### config.mk
export PLATFORM = sky130hd
export DESIGN_NAME = uart_rx_flat
export DESIGN_NICKNAME = d
export VERILOG_FILES = /design/src/rtl/uart_rx_if.sv /design/src/rtl/uart_rx.sv /design/src/flat_wrapper.sv
export SDC_FILE = /design/constraint.sdc
export NUM_CORES = 1
export LEC_CHECK = 0
export CORE_UTILIZATION = 35
export CTS_CLUSTER_SIZE = 10
export DETAILED_ROUTE_END_ITERATION = 10
export GPL_TIMING_DRIVEN = 0
export HOLD_SLACK_MARGIN = 0.06
export SLEW_MARGIN = 20
export SYNTH_ARGS = -nofsm -noshare
export SYNTH_HDL_FRONTEND = slang
export SYNTH_SLANG_ARGS = --single-unit
export TNS_END_PERCENT = 50
### constraint.sdc
create_clock -name clk -period 3.1 [get_ports clk]
set_input_delay 0.31 -clock clk [delete_from_list [all_inputs] [get_ports clk]]
set_output_delay 0.31 -clock clk [all_outputs]
set_load 0.03 [all_outputs]
### src/rtl/uart_rx_if.sv
// rtl/uart_rx_if.sv - receive-side result bundle of the UART receiver
interface uart_rx_if;
  logic [7:0] rx_data_o;
  logic       rx_valid_o;
  logic       rx_error_o;
  logic       rx_busy_o;

  modport master (
    output rx_data_o,
    output rx_valid_o,
    output rx_error_o,
    output rx_busy_o
  );

  modport slave (
    input rx_data_o,
    input rx_valid_o,
    input rx_error_o,
    input rx_busy_o
  );
endinterface

### src/rtl/uart_rx.sv
// rtl/uart_rx.sv - 8N1 UART receiver with mid-bit sampling and framing-error detection
module uart_rx #(
  parameter int CLK_FREQ  = 50_000_000,
  parameter int BAUD_RATE = 115200
) (
  input  logic      clk,
  input  logic      rst_n,
  input  logic      rx_i,
  uart_rx_if.master bus
);
  localparam int CLKS_PER_BIT = CLK_FREQ / BAUD_RATE;
  localparam int CNT_W        = (CLKS_PER_BIT > 1) ? $clog2(CLKS_PER_BIT) : 1;
  localparam logic [CNT_W-1:0] HALF_CNT = CNT_W'(CLKS_PER_BIT / 2 - 1);
  localparam logic [CNT_W-1:0] FULL_CNT = CNT_W'(CLKS_PER_BIT - 1);

  localparam logic [2:0] IDLE      = 3'd0;
  localparam logic [2:0] START     = 3'd1;
  localparam logic [2:0] DATA      = 3'd2;
  localparam logic [2:0] STOP      = 3'd3;
  localparam logic [2:0] WAIT_IDLE = 3'd4;

  logic             sync1_q, rx_s_q;
  logic [2:0]       state_q, state_d;
  logic [CNT_W-1:0] cnt_q, cnt_d;
  logic [2:0]       bit_idx_q, bit_idx_d;
  logic [7:0]       shift_q, shift_d;
  logic [7:0]       data_q, data_d;
  logic             valid_q, valid_d;
  logic             error_q, error_d;

  always_ff @(posedge clk or negedge rst_n) begin
    if (!rst_n) begin
      sync1_q <= 1'b1;
      rx_s_q  <= 1'b1;
    end else begin
      sync1_q <= rx_i;
      rx_s_q  <= sync1_q;
    end
  end

  always_comb begin
    state_d   = state_q;
    cnt_d     = cnt_q;
    bit_idx_d = bit_idx_q;
    shift_d   = shift_q;
    data_d    = data_q;
    valid_d   = 1'b0;
    error_d   = 1'b0;
    case (state_q)
      IDLE: begin
        if (!rx_s_q) begin
          state_d = START;
          cnt_d   = '0;
        end
      end
      START: begin
        // Re-check the line half a bit in; a short low pulse is treated as noise.
        if (cnt_q == HALF_CNT) begin
          cnt_d = '0;
          if (!rx_s_q) begin
            state_d   = DATA;
            bit_idx_d = 3'd0;
          end else begin
            state_d = IDLE;
          end
        end else begin
          cnt_d = cnt_q + 1'b1;
        end
      end
      DATA: begin
        if (cnt_q == FULL_CNT) begin
          shift_d   = {rx_s_q, shift_q[7:1]};
          cnt_d     = '0;
          bit_idx_d = bit_idx_q + 3'd1;
          if (bit_idx_q == 3'd7) state_d = STOP;
        end else begin
          cnt_d = cnt_q + 1'b1;
        end
      end
      STOP: begin
        // Leaving at mid-stop-bit leaves half a bit of slack for a back-to-back start.
        if (cnt_q == FULL_CNT) begin
          cnt_d = '0;
          if (rx_s_q) begin
            data_d  = shift_q;
            valid_d = 1'b1;
            state_d = IDLE;
          end else begin
            error_d = 1'b1;
            state_d = WAIT_IDLE;
          end
        end else begin
          cnt_d = cnt_q + 1'b1;
        end
      end
      WAIT_IDLE: begin
        if (rx_s_q) state_d = IDLE;
      end
      default: begin
        state_d = IDLE;
        cnt_d   = '0;
      end
    endcase
  end

  always_ff @(posedge clk or negedge rst_n) begin
    if (!rst_n) begin
      state_q   <= IDLE;
      cnt_q     <= '0;
      bit_idx_q <= 3'd0;
      shift_q   <= 8'h00;
      data_q    <= 8'h00;
      valid_q   <= 1'b0;
      error_q   <= 1'b0;
    end else begin
      state_q   <= state_d;
      cnt_q     <= cnt_d;
      bit_idx_q <= bit_idx_d;
      shift_q   <= shift_d;
      data_q    <= data_d;
      valid_q   <= valid_d;
      error_q   <= error_d;
    end
  end

  assign bus.rx_data_o  = data_q;
  assign bus.rx_valid_o = valid_q;
  assign bus.rx_error_o = error_q;
  assign bus.rx_busy_o  = (state_q != IDLE);
endmodule

### src/flat_wrapper.sv
// flat-port wrapper written by rule: the top's interface ports become plain ports
module uart_rx_flat 
#(
  parameter int CLK_FREQ  = 50_000_000,
  parameter int BAUD_RATE = 115200
)
  (clk, rst_n, rx_i, bus_rx_data_o, bus_rx_valid_o, bus_rx_error_o, bus_rx_busy_o);
  uart_rx_if bus_i ();
  input  logic clk;
  input  logic rst_n;
  input  logic rx_i;
  output wire logic [$bits(bus_i.rx_data_o)-1:0] bus_rx_data_o;
  output wire logic [$bits(bus_i.rx_valid_o)-1:0] bus_rx_valid_o;
  output wire logic [$bits(bus_i.rx_error_o)-1:0] bus_rx_error_o;
  output wire logic [$bits(bus_i.rx_busy_o)-1:0] bus_rx_busy_o;
  assign bus_rx_data_o = bus_i.rx_data_o;
  assign bus_rx_valid_o = bus_i.rx_valid_o;
  assign bus_rx_error_o = bus_i.rx_error_o;
  assign bus_rx_busy_o = bus_i.rx_busy_o;
  uart_rx #(.CLK_FREQ(CLK_FREQ), .BAUD_RATE(BAUD_RATE)) u_core (.clk(clk), .rst_n(rst_n), .rx_i(rx_i), .bus(bus_i));
endmodule
* After elaboration in Yosys (flattened, before gate mapping) *
Index checks and enable logic that the tools add are counted.

storage, ports and cells
  memory bits (writable) = 0
  memories kept = 0
  output and inout bits = 11
  bits in read-only memories = 0
  logic and storage cells = 58
  register bits after elaboration = 35
  input port bits = 3
  bits in latches = 0

cells by class
  shift operators = 0
  order comparisons = 0
  bitwise gates (word level) = 1
  divide/modulo/power cells = 0
  eq/ne operators = 14
  multiplexer cells = 23
  reductions and logical operators = 9
  $add $sub $neg = 2
  multipliers = 0

operators with widths
  cell                 number
  $pmux 9 s4           1
  $mux 3               10
  $mux 9               3
  $pmux 3 s5           1
  $ne 2x1->1 const B   5
  $add 9x1->9 const B  1
  $eq 9x8->1 const B   1
  $eq 9x9->1 const B   1
  $eq 3x2->1 const B   2
  $eq 3x3->1 const B   2
  $mux 1               6
  $pmux 3 s2           1
  $reduce_and 6->1     1
  $ne 2x2->1 const B   2
  $reduce_and 2->1     2
  $reduce_and 4->1     1
  $add 3x1->3 const B  1
  $eq 3x1->1 const B   1
  $logic_not 3->1      1
  $reduce_and 3->1     1
  $reduce_bool 3->1    1
  $mux 2               1
  $reduce_bool 2->1    1
  $reduce_or 2->1      1
  $not 1->1            1

* Depth between registers and ports, before layout *
Gate-level depths: netlist of the first run.

  depth after elaboration = 4
  depth in mapped cells = 7
  gate-level depth less buffers = 6

* Worst setup path before layout of the first run *
No wires, ideal clock.

  path type = register -> register
  from = register u_core.cnt_q[0]
  to = register u_core.cnt_q[3]
  stages on the path, launching flop included = 7
  buffers on the path = 0
  data arrival time = 1905 ps
  slack = 1069 ps
  period minus slack after synthesis = 2031 ps
  required time = 2974 ps
  cells stage by stage = dfrtp_1 inv_1 ha_1 or4b_4 o311ai_4 nand2_4 a221o_1

on the way
  longest elaborated chain between the ends = 3
  elaborated cells between the ends (all ways) = 6
  those cells by class = add/sub: 1; eq/ne: 2; mux: 3

RTL lines
  item                                 line                                         text
  start, declared                      uart_rx.sv:24                                logic [CNT_W-1:0] cnt_q, cnt_d;
  start signal, assigned               uart_rx.sv:117                               cnt_q <= cnt_d;
  $add 9x1->9 (tied with other cells)  uart_rx.sv:67, uart_rx.sv:77, uart_rx.sv:93
  $mux 9, on equally long branches     uart_rx.sv:71, uart_rx.sv:82, uart_rx.sv:58
  $pmux 9 s4 *                         uart_rx.sv:49                                case (state_q)

Every way passes the cells marked *; elsewhere a longest branch is shown, timed or not.
A chain may end at the register's enable or synchronous reset.

* Worst setup path after layout of the first run *
  from = register u_core.cnt_q[0]
  to = register u_core.cnt_q[8]

The elaborated chain is that of the path after synthesis.

==> results of run 1 <==
-- per-layer routing --
metal  global-route usage (%)  wire (um)
met3                     3.85         87
met2                     21.9       1380
met4                     4.89         31
met5                        0          0
met1                     18.0       1450
-- registers in the layout, indices dropped and copies added (netlist names) --
signal,count
u_core.bus.rx_data_o,8
u_core.bus.rx_valid_o,1
u_core.state_q,3
u_core.rx_s_q,1
u_core.cnt_q,9
u_core.sync1_q,1
u_core.bus.rx_error_o,1
u_core.shift_q,8
u_core.bit_idx_q,3
-- cell type report --
class / count / area [um^2] / area share [%]
inverter: 4 / 15.0 / 0.747
clock inverter: 2 / 60.1 / 2.99
timing repair buffer: 15 / 163 / 8.09
clock buffer: 6 / 72.6 / 3.61
multi-input combinational: 87 / 736 / 36.6
buffer: 5 / 20.0 / 0.996
sequential: 35 / 878 / 43.7
tap: 52 / 65.1 / 3.24
-- power breakdown --
| part | total [W] | internal, W | switching [W] |
|---|---|---|---|
| sequential | 0.000460 | 0.000459 | 0.00000105 |
| combinational | 0.0000169 | 0.00000633 | 0.0000106 |
| clock | 0.000480 | 0.000321 | 0.000159 |
| total | 0.000957 | 0.000787 | 0.000170 |
-- cell usage in the layout, fill, tap and decap left out, types with 3 or more instances in the layout --
cell | netlist | layout
dfrtp_1 | 33 | 33
mux2_2 | 17 | 17
clkdlybuf4s50_1 | 0 | 12
clkbuf_1 | 4 | 5
nor2_1 | 5 | 5
a221o_1 | 5 | 5
ha_1 | 5 | 5
clkbuf_8 | 0 | 5
inv_1 | 4 | 4
or3_1 | 4 | 4
nand3_1 | 4 | 4
a21oi_1 | 4 | 4
nand2_1 | 3 | 3
a21o_1 | 3 | 3
a211oi_1 | 3 | 3
nor3_1 | 4 | 3
-- path summary, 6_finish.rpt --
path / to / slack, ns
worst max-delay path: u_core.cnt_q[8] / 0.80
worst min-delay path: u_core.rx_s_q / 0.37
worst max register to register: u_core.cnt_q[8] / 0.80
worst min register to register: u_core.rx_s_q / 0.37
max in group asynchronous: u_core.sync1_q / 2.14
min in group asynchronous: u_core.shift_q[1] / 0.45
-- critical path, delay by kind of cell, from the launching register on --
kind,cells,cell delay (ns)
AO/OA/AOI/OAI,2,0.88
AND/OR/NAND/NOR,2,0.65
flip-flops,1,0.43
adder cells (fa/ha/maj),1,0.14
buffers and inverters,1,0.08
-- kinds of logic after synthesis --
logic type / count (synthesis) / share of synthesized area (%)
compound gates: 29 / 15.0
mux: 18 / 12.6
buf+inv: 9 / 2.13
flops: 35 / 53.4
fa+ha+maj: 5 / 3.81
simple gates: 35 / 13.1
-- stage by stage --
stage / cells / hold slack [ns] / power [W] / area [um^2] / utilization (%)
floorplan: 131 / 0.0144 / 0.000470 / 1640 / -
global placement: 196 / 0.347 / 0.000481 / 1840 / 41.4
detailed placement: 197 / 0.237 / 0.000485 / 1860 / 41.9
CTS: 206 / 0.363 / 0.000973 / 2000 / 45.1
global route: 206 / 0.364 / 0.000996 / 2010 / 45.2
finish: 206 / 0.366 / 0.000957 / 2010 / 45.2
==> run_results.csv, run 1 <==
group,metric,value,unit
timing,worstMarginPinSlew,0.663,ns
yosys,synth_common_cells,"dfrtp_1, mux2_2, a221o_1, ha_1, nor2_1",
yosys,yosysTopAreaCell,"dfrtp_1",
layout,syn2layout_area_growth,22.2,%
global_route,grt_first_pass_wirelength,5290,um
yosys,synth_fp_nets,139,
timing,final_max_slew_viol_count,0,
setup_path,crit_chain,"inv_1 -> ha_1 -> or4b_4 -> o311ai_4 -> nand2_4 -> a221o_1",
setup_path,worst-path-max-fanout,10,
route,antenna_left,0,
setup_path,crit_type,"reg -> reg",
route,routed_via_density,5.40,
yosys,synthCells,131,
timing,fin_tns_setup,0,ns
route,drc,7,
yosys,syn_area_per_cell,12.6,um^2
yosys,synthTopCellsByArea,"dfrtp_1, mux2_2, ha_1",
die,core,4440,um^2
global_route,grt_max_degree,24,
layout,diodes,0,
global_route,grt_util_all_layers,13.7,%
clock_network,cts_resized,0,
timing,rsz0062_at_grt,"false",
global_route,antenna_found_initial,0,
min_path,worstHoldStart,"u_core.sync1_q",
clock_network,cts_buffers,5,
setup_path,crit_slowest_cell,"o311ai_4",
clock_network,cts_setup_buffers,0,
setup_path,worstPathRequired,3.26,ns
global_route,grt_overflow,0,
timing,skew,0.00837,ns
power_and_ir_drop,power_density,476,nW/um^2
yosys,synth.distinct_cells,38,
yosys,async_flop_share,100,%
die,die_w,70.5,um
timing,setup_viol,0,
placed_design,hpwl,2050,um
clock_network,clock_latency,0.28,ns
clock_network,clk_pin_slew,0.07,ns
run,cap_violations,0,
clock_network,cts_root_buf,"clkbuf_8",
die,boundaryPins,14,
die,die_h,70.5,um
setup_path,worstPathArrival,2.46,ns
timing,post-route-period-util,74.2,%
yosys,synth_edf_count,0,
layout,drive_gt1_share,22.7,%
setup_path,crit_path_end_kind,"register",
placed_design,port_buffers,13,
setup_path,startpoint_type,"register",
route,vias,1112,
setup_path,crit_start,"u_core.cnt_q[0]",
global_route,grt_pass1_vias,1089,
route,routed_wl,2960,um
route,wl_per_cell,14.4,um
power_and_ir_drop,power_leakage,0.960,nW
outcome,failed_checks,"design-rule violations",
yosys,yosysMostFrequentCell,"dfrtp_1",
setup_path,r2r-start,"u_core.cnt_q[0]",
clock_network,hold_buffers,1,
yosys,ys_ff_latch,35,
min_path,hold_path.class,"reg -> reg",
clock_network,cts.sinks,35,
clock_network,cts_buffer_depth,2,
die,row_count,24,
clock_network,h-tree-depth,2,
yosys,syn_area,1640,um^2
layout,nets,161,
route,firstDrtPassIters,7,
yosys,yosysWarningCount,0,
yosys,synth_top_cell_area_share,50.2,%
timing,slew_headroom,55.6,%
timing,finalHoldViolCount,0,
route,first_iter_violations,66,
timing,fin_crit,2.30,ns
power_and_ir_drop,max-vdd-ir-drop,274,uV
min_path,hold_path_depth,0,
layout,nFillCells,417,
outcome,outcome,"complete, but fails checks",
placed_design,place_congestion,0.809,
yosys,seq_area_frac_synth,53.4,%
setup_path,critical-path-max-stage-delay,0.52,ns
timing,setup_slack,0.801,ns
placed_design,dpl_worst_slack,0.816,ns
yosys,synth-main-ff-cell,"dfrtp_1",
setup_path,reg2reg_depth,6,
timing,max_freq,0.435,GHz
clock_network,tritoncts,"built",
die,initial_core_util,37.0,%
die,die_area,4980,um^2
(Power assumes the default switching activity.)
==> inputs of run 2 (changes only) <==
clock period = 1.95 ns   (was 3.1 ns; I/O delays follow)
==> run 2 against run 1 <==
Against the previous run:
- sequential share of layout area shrank 2.1 points
- critical path type unchanged
- sequential power increased by 59%
- first-iteration DRC count increased by 26%
- count of clock-buffer cells in the layout unchanged
- clock skew fell by 0.0024 ns
- the flow finishes with violations (design-rule violations, negative setup slack)
- largest power group is now sequential cells
- largest cell class unchanged
- utilization is 2.3 points higher
- register-to-register slack lost 0.97 ns
- worst hold slack worse by 0.14 ns
==> run_results.csv, run 2 (synthesized netlist as in run 1, its figures left out) <==
group,metric,value,unit
global_route,grt_overflow,0,
placed_design,dpl-instance-area,1850,um^2
outcome,failed_checks,"design-rule violations, negative setup slack",
die,die_w,70.5,um
setup_path,cp_top_family,"compound AO/OA/AOI/OAI gates",
layout,diodes,0,
timing,post-route-period-util,109,%
global_route,grt_max_degree,35,
timing,final_max_slew_viol_count,0,
timing,finalHoldViolCount,0,
setup_path,crit_chain,"inv_2 -> ha_4 -> or4b_4 -> o311ai_4 -> buf_4 -> a21oi_2 -> a221o_1",
clock_network,tritoncts,"built",
die,row_count,24,
setup_path,r2r_end,"u_core.cnt_q[2]",
clock_network,cts_buffer_depth,2,
layout,layout_commonest_cell,"dfrtp_1",
run,cap_violations,0,
setup_path,worstPathRequired,2.12,ns
placed_design,dpl_worst_slack,-0.337,ns
clock_network,cts_buffers,5,
layout,largest_register_ffs,9,
clock_network,cts.sinks,35,
die,die_h,70.5,um
route,antenna_left,0,
route,routed_wl,3260,um
route,firstDrtPassIters,7,
layout,nets,170,
global_route,grt_pass1_vias,1218,
setup_path,r2r-start,"u_core.cnt_q[1]",
clock_network,clk_pin_slew,0.07,ns
route,routed_via_density,5.55,
die,boundaryPins,14,
power_and_ir_drop,power_leakage,0.993,nW
clock_network,clock_latency,0.28,ns
timing,fin_crit,2.12,ns
setup_path,reg2reg_depth,7,
outcome,outcome,"complete, but fails checks",
route,vias,1193,
clock_network,h-tree-depth,2,
power_and_ir_drop,max-vdd-ir-drop,253,uV
placed_design,port_buffers,13,
min_path,hold_path.class,"in -> async",
setup_path,startpoint_type,"register",
route,first_iter_violations,83,
layout,final_cell_area,2110,um^2
layout,finish.utilization,47.5,%
die,initial_core_util,37.0,%
setup_path,crit_path_end_kind,"register",
route,drc,2,
setup_path,critical-path-max-stage-delay,0.48,ns
setup_path,worstPathArrival,2.29,ns
timing,setup_viol,17,
layout,layout_common_cells,"dfrtp_1, mux2_2, clkdlybuf4s50_1, buf_4",
timing,skew,0.00598,ns
placed_design,place_congestion,0.796,
clock_network,cts_root_buf,"clkbuf_8",
timing,max_freq,0.472,GHz
setup_path,crit_slowest_cell,"or4b_4",
setup_path,crit_type,"reg -> reg",
global_route,antenna_found_initial,0,
die,core,4440,um^2
timing,worstMarginPinSlew,0.673,ns
setup_path,worst-path-max-fanout,4,
die,die_area,4980,um^2
global_route,grt_first_pass_wirelength,5520,um
placed_design,hpwl,2020,um
power_and_ir_drop,power_density,599,nW/um^2
timing,setup_slack,-0.170,ns
layout,syn2layout_area_growth,28.3,%
layout,top_register,"u_core.cnt_q",
timing,slew_headroom,54.9,%
setup_path,rrSetupSlack,-0.17,ns
global_route,grt_util_all_layers,14.4,%
route,wl_per_cell,15.1,um
layout,drive_gt1_share,35.0,%
setup_path,path_buf_inv,2,
timing,rsz0062_at_grt,"true",
## run 2: worst max path at each step
stage	start	slack, ns	end	cells past startpoint
after floorplan	u_core.cnt_q[0]	-0.08	u_core.cnt_q[3]	6
after global placement	u_core.cnt_q[0]	-0.29	u_core.cnt_q[8]	6
after detailed placement	u_core.cnt_q[0]	-0.34	u_core.cnt_q[8]	6
after CTS	u_core.cnt_q[1]	-0.16	u_core.cnt_q[4]	7
after global routing	u_core.cnt_q[0]	-0.22	u_core.cnt_q[8]	7
final	u_core.cnt_q[1]	-0.17	u_core.cnt_q[2]	7
## run 2: worst reg2reg max path, cell delays in order (launching register included)
cell and delay, ns:
dfrtp_1 0.40, inv_2 0.10, ha_4 0.13, or4b_4 0.48, o311ai_4 0.38, buf_4 0.20, a21oi_2 0.05, a221o_1 0.27
## run 2: report_power, final
group | total [W] | switching (W) | internal [W]
registers | 0.000731 | 0.00000193 | 0.000729
clock network | 0.000507 | 0.000257 | 0.000249
logic | 0.0000256 | 0.0000170 | 0.00000862
total | 0.00126 | 0.000276 | 0.000987
## run 2: final cells by class
| class | instances | area [um^2] |
|---|---|---|
| plain buffers | 4 | 26.3 |
| clock buffers | 6 | 72.6 |
| clock inverters | 2 | 12.5 |
| fillers | 402 | 2330 |
| inverters | 4 | 15.0 |
| multi-input cells | 87 | 800 |
| flip-flops and latches | 35 | 878 |
| well taps | 52 | 65.1 |
| repair buffers | 25 | 240 |
## run 2: metrics by stage
step                setup TNS, ns  cells  hold slack [ns]  power (W)
floorplan                  -0.482    131           -0.101   0.000746
global placement            -3.67    196            0.348   0.000765
detailed placement          -4.52    197         -0.00355   0.000770
CTS                         -1.31    215            0.228    0.00128
global route                -2.46    215            0.232    0.00132
finish                      -1.36    215            0.230    0.00126
## run 2: metal layers
layer  share of wire, %  vias up  track usage, %  routed length (um)
met5                  0        -               0                   0
met4                2.6        0            7.56                  86
met3                4.1       11            4.56                 135
met2                 49       28            23.2                1580
li1                   -      559               -                   -
met1                 45      595            17.5                1450
## run 2: timing repair
item	CTS	global route
hold buffers	1	0
hold endpoints to repair	33	0
setup buffers	10	0
endpoints found under the setup margin	29	30
resized for setup	13	14
pin swaps	6	5
gates cloned	0	0
